### src/rtl/mips_shift_pkg.sv
`default_nettype none
// +------------------------------------------------------------------+
// | Module      : mips_shift_pkg                                     |
// | Description : Shared types and helpers for the MIPS right-shift  |
// |               unit (state encoding, shift op codes, STEP check). |
// | Revision    : 1.0  initial release                               |
// +------------------------------------------------------------------+
package mips_shift_pkg;

  // Controller states of the multi-cycle shifter.
  typedef enum logic [1:0] {
    S_IDLE  = 2'd0,
    S_SHIFT = 2'd1,
    S_HOLD  = 2'd2
  } state_e;

  // Shift flavour selected by in_arith.
  localparam logic SH_SRL = 1'b0;
  localparam logic SH_SRA = 1'b1;

  // Only power-of-two step sizes up to a byte are supported.
  function automatic bit step_is_legal(input int step);
    return (step == 1) || (step == 2) || (step == 4) || (step == 8);
  endfunction

endpackage
`default_nettype wire

### src/rtl/shift_right_step.sv
`default_nettype none
// +------------------------------------------------------------------+
// | Module      : shift_right_step                                   |
// | Description : Combinational single-step right shifter. Shifts    |
// |               data right by amt (0..STEP), filling vacated MSBs. |
// | Revision    : 1.0  initial release                               |
// +------------------------------------------------------------------+
module shift_right_step #(
  parameter int WIDTH = 32,
  parameter int STEP  = 1,
  parameter int AMT_W = $clog2(STEP + 1)
) (
  input  logic [WIDTH-1:0] data,
  input  logic             fill,
  input  logic [AMT_W-1:0] amt,
  output logic [WIDTH-1:0] result
);

  logic [WIDTH-1:0] shifted;
  logic [WIDTH-1:0] fill_mask;

  // Logical shift, then OR in ones over the vacated top bits when filling.
  always_comb begin
    shifted   = data >> amt;
    fill_mask = ~({WIDTH{1'b1}} >> amt);
    result    = fill ? (shifted | fill_mask) : shifted;
  end

endmodule
`default_nettype wire

### src/rtl/shift_right_unit.sv
`default_nettype none
// +------------------------------------------------------------------+
// | Module      : shift_right_unit                                   |
// | Description : Multi-cycle SRL/SRA shifter for the execute stage. |
// |               Accepts an operand over valid/ready, shifts up to  |
// |               STEP bits per clock, holds result until taken.     |
// | Revision    : 1.0  initial release                               |
// +------------------------------------------------------------------+
module shift_right_unit
  import mips_shift_pkg::*;
#(
  parameter int WIDTH   = 32,
  parameter int STEP    = 1,
  parameter int SHAMT_W = $clog2(WIDTH)
) (
  input  logic               clk,
  input  logic               rst_n,
  input  logic               in_valid,
  output logic               in_ready,
  input  logic [WIDTH-1:0]   in_data,
  input  logic [SHAMT_W-1:0] in_shamt,
  input  logic               in_arith,
  output logic               out_valid,
  input  logic               out_ready,
  output logic [WIDTH-1:0]   out_data,
  output logic               busy
);

  // An unsupported STEP degrades to one bit per clock rather than
  // producing a shifter with a mis-sized amount port.
  localparam int                 EFF_STEP = step_is_legal(STEP) ? STEP : 1;
  localparam int                 AMT_W    = $clog2(EFF_STEP + 1);
  localparam logic [SHAMT_W-1:0] STEP_SH  = SHAMT_W'(EFF_STEP);
  localparam logic [AMT_W-1:0]   STEP_AMT = AMT_W'(EFF_STEP);

  state_e               state_q, state_d;
  logic [WIDTH-1:0]     data_q, data_d;
  logic [SHAMT_W-1:0]   remaining_q, remaining_d;
  logic                 fill_q, fill_d;

  logic [AMT_W-1:0]     step_amt;
  logic [SHAMT_W-1:0]   rem_next;
  logic [WIDTH-1:0]     step_result;

  // State and datapath registers; reset clears everything so out_data reads 0.
  always_ff @(posedge clk or negedge rst_n) begin
    if (!rst_n) begin
      state_q     <= S_IDLE;
      data_q      <= '0;
      remaining_q <= '0;
      fill_q      <= 1'b0;
    end else begin
      state_q     <= state_d;
      data_q      <= data_d;
      remaining_q <= remaining_d;
      fill_q      <= fill_d;
    end
  end

  // This clock's shift amount is min(STEP, remaining) and what is left after it.
  always_comb begin
    step_amt = (remaining_q >= STEP_SH) ? STEP_AMT : remaining_q[AMT_W-1:0];
    rem_next = remaining_q - SHAMT_W'(step_amt);
  end

  shift_right_step #(
    .WIDTH (WIDTH),
    .STEP  (EFF_STEP),
    .AMT_W (AMT_W)
  ) u_step (
    .data   (data_q),
    .fill   (fill_q),
    .amt    (step_amt),
    .result (step_result)
  );

  // Next-state logic: zero-amount requests skip straight to HOLD.
  always_comb begin
    state_d = state_q;
    unique case (state_q)
      S_IDLE: begin
        if (in_valid) begin
          state_d = (in_shamt == '0) ? S_HOLD : S_SHIFT;
        end
      end
      S_SHIFT: begin
        if (rem_next == '0) begin
          state_d = S_HOLD;
        end
      end
      S_HOLD: begin
        if (out_ready) begin
          state_d = S_IDLE;
        end
      end
      default: state_d = S_IDLE;
    endcase
  end

  // Datapath updates: capture on acceptance, shift while in SHIFT, else hold.
  always_comb begin
    data_d      = data_q;
    remaining_d = remaining_q;
    fill_d      = fill_q;
    if ((state_q == S_IDLE) && in_valid) begin
      data_d      = in_data;
      remaining_d = in_shamt;
      // Fill bit is frozen here so the sign survives the shifting of data_q.
      fill_d      = (in_arith == SH_SRA) & in_data[WIDTH-1];
    end else if (state_q == S_SHIFT) begin
      data_d      = step_result;
      remaining_d = rem_next;
    end
  end

  // Outputs decode from registered state only; no input-to-output path.
  always_comb begin
    in_ready  = (state_q == S_IDLE);
    out_valid = (state_q == S_HOLD);
    busy      = (state_q != S_IDLE);
    out_data  = (state_q == S_HOLD) ? data_q : '0;
  end

endmodule
`default_nettype wire

### config.mk
export PLATFORM = sky130hd
export DESIGN_NAME = shift_right_unit
export DESIGN_NICKNAME = d
export VERILOG_FILES = /design/src/rtl/mips_shift_pkg.sv /design/src/rtl/shift_right_step.sv /design/src/rtl/shift_right_unit.sv
export SDC_FILE = /design/constraint.sdc
export NUM_CORES = 1
export LEC_CHECK = 0
export CAP_MARGIN = 20
export CORE_ASPECT_RATIO = 0.6
export CORE_UTILIZATION = 45
export CTS_CLUSTER_DIAMETER = 120
export CTS_CLUSTER_SIZE = 28
export DETAILED_ROUTE_END_ITERATION = 8
export PLACE_DENSITY = 0.78
export SYNTH_ARGS = -nofsm -noshare
export SYNTH_HDL_FRONTEND = slang
export SYNTH_SLANG_ARGS = --single-unit
### constraint.sdc
create_clock -name clk -period 2 [get_ports clk]
set_input_delay 0.2 -clock clk [delete_from_list [all_inputs] [get_ports clk]]
set_output_delay 0.2 -clock clk [all_outputs]
set_load 0.01 [all_outputs]
==> metrics <==
status=finished clean; most common cell in the netlist=dfrtp_1; clock sink count=40; final hold vios=0; Die Y=about 65 um; maximum clock frequency=~0.5 GHz; Core Area=a little over 6000 um^2; share of cells above drive strength 1=roughly 18%; syn_area_per_cell=approximately 9.3 um^2; top-area cell type share of the netlist area=34.03%; worst path required time=1800 ps; Synth warnings=0; Global Route Usage Sum=24.91%; DRC=0; Design Area, Final=3979 um^2; Arr. time, crit path=1750 ps; crit path time final=approximately 1900 ps; # port buffers=76; Syn Nets=around 360; nets=427; Max Transition Viols Final=0; Synth Flop Type=dfrtp_1; Via density=6.021; Cell Pwr Density=1660 nW/um^2; register area share after synthesis=34.03%; Setup Crit Path Kind=reg -> out; vias in the first global route=around 2,700; slew at the pin with the worst max-slew slack=537.2 ps; Detailed Route Iter0 Violations=190; clk_lat worst skew=300 ps; Area Overhead vs Synth=35.26%; maximum clock path buffer count=2; total CTS buffers=5; Worst VDD drop=0.0006985 V; largest net degree at the start of global routing=68; antenna violations before repair=0; Final ANT Viol Nets=0; Setup violations, final=0; largest cells by area after synthesis=dfrtp_1 (34%), o211ai_2 (12%), nor3b_1 (8.7%); worst-path maximum fanout=15; Die W=106.4 um; Clock Tree Root=clkbuf_8; synth unique cells=38; part of the cycle the worst path needs=97.47%; slowest stage delay, CP=530 ps; clk slew on worst S/H paths=about 90 ps; P_leak=around 2.0 nW; via count=between 2,000 and 3,000; worst hold margin=479.1 ps; internal reg-to-reg setup slack=around 150 ps; global-route wire length before repair=13,530 um; total grt overflow=0; die area=6874 um^2; Crit path max-delay family=buffers and inverters; Yosys top cell by area=dfrtp_1; Non-Filler Instances=between 400 and 500; drt wl/cell=17.12 um; hpwl dp=between 5000 and 6000 um; number of synthesized flops with an enable pin=0; Row Count=22; worst-path cell chain=nor2b_4 -> buf_6 -> and2_1 -> clkdlybuf4s50_1; Fin Clk Skew=between 9 and 10 ps; Slowest-stage cell, CP=clkdlybuf4s50_1; Initial DRT Pass Iterations=4; GPL Wtd Cong=0.7968; Core Util, Final=63.96%; commonest cells in the netlist=dfrtp_1 (40), nor3b_1 (34), nor2_1 (33); Synth Instances=317; cell count after placement=between 400 and 500; ys async rst share=100.0%; WL final=8010 um; Worst Setup End Kind=output port; synthesized cell area=2942 um^2; Initial Utilization=47.28%; Rel. slew slack=64.19%; Yosys reg bits=40; IO Pins=77; CTS tree=built; CP Launch Type=flip-flop; Buf/Inv on CP=2; Post-DP Area=3736 um^2; ant diodes=0; htree depth=2; Hold WC Path Type=in -> async; PnR Total Power=approximately 0.0066 W; Max-Cap Viols=0
==> final timing paths <==
check	startpoint	to	depth (start not counted)
setup / recovery	state_q[0]	out_data[9]	4
hold / removal	rst_n	data_q[25]	3
setup reg to reg	remaining_q[3]	remaining_q[4]	6
hold reg to reg	fill_q	fill_q	2
max in group asynchronous	rst_n	remaining_q[2]	3
min in group clk	in_data[22]	data_q[22]	3
==> flip-flops by register name, indices dropped and copies added (netlist names), named ones only <==
signal	count
data_q	31
fill_q	1
remaining_q	5
state_q	2
==> per-layer routing <==
metal  vias up  track usage [%]  routed length, um  part of all wire [%]
met5         -                0                  0                     0
met4         0            5.903                 83                   1.0
met3         9            4.125                675                   8.4
met2       130            39.04               3514                    44
met1      1365            35.84               3736                    47
li1       1314                -                  -                     -
==> cell usage in the layout, fill, tap and decap left out, types with 2 or more instances in the layout <==
cell type        instances
o211ai_2                29
dfrtp_1                 38
o211ai_1                 4
and2_1                  32
a21oi_1                  2
nand2b_1                 2
a31oi_1                 32
nor2_1                  33
dlymetal6s2s_1          26
o21ai_0                  2
dfrtp_2                  2
ha_1                     2
buf_12                   2
nand3_1                  2
nor3b_1                 34
or2_2                    2
nand2_1                  4
clkbuf_8                 7
nor2b_4                  2
clkdlybuf4s50_1         49
a22oi_1                 32
buf_4                   17
inv_1                    5
o21ai_1                  2
a221o_1                  3
==> final cells by class <==
class	instances	area, um^2
Clock inverter	1	30.03
Inverter	5	18.77
Clock buffer	7	96.34
Timing Repair Buffer	98	1025
Tap cell	84	105.1
Fill cell	535	2242
Sequential cell	40	1003
Multi-Input combinational cell	233	1700
==> through the flow <==
stage	setup slack [ps]	setup TNS [ps]
after global routing	-1.242	-2.419
after floorplan	12.39	0
after CTS	7.694	0
after detailed placement	85.93	0
after global placement	203.5	0
final	50.65	0
==> power by group <==
part	switching, W	total (W)	internal (W)	leakage (nW)
Sequential	0.000491	0.00175	0.00126	0.469
Combinational	0.00224	0.00411	0.00186	1.44
Clock	0.000299	0.000739	0.000441	0.0645
Total	0.00303	0.00660	0.00357	1.97
==> worst min-delay path: cells and delay by family <==
family,cells,cell delay [ps]
buffers and inverters,3,1030
==> cells by family (layout without fill, tap and decap cells) <==
family          Yosys count  count (layout)  share of synthesized area (%)
xor+xnor                  1               1                         0.2978
compound gates          111             111                          31.90
flops                    40              40                          34.03
buf+inv                  44             111                          8.719
fa+ha+maj                 2               2                         0.8506
simple gates            119             119                          24.20
==> timing repair <==
action                                  CTS  global route
setup buffers                             0             3
hold endpoints to repair                 40             0
endpoints found under the setup margin   32            33
resized for setup                         4            28
hold buffers                              1             0
gates cloned                              0             0
(Power assumes the default switching activity.)
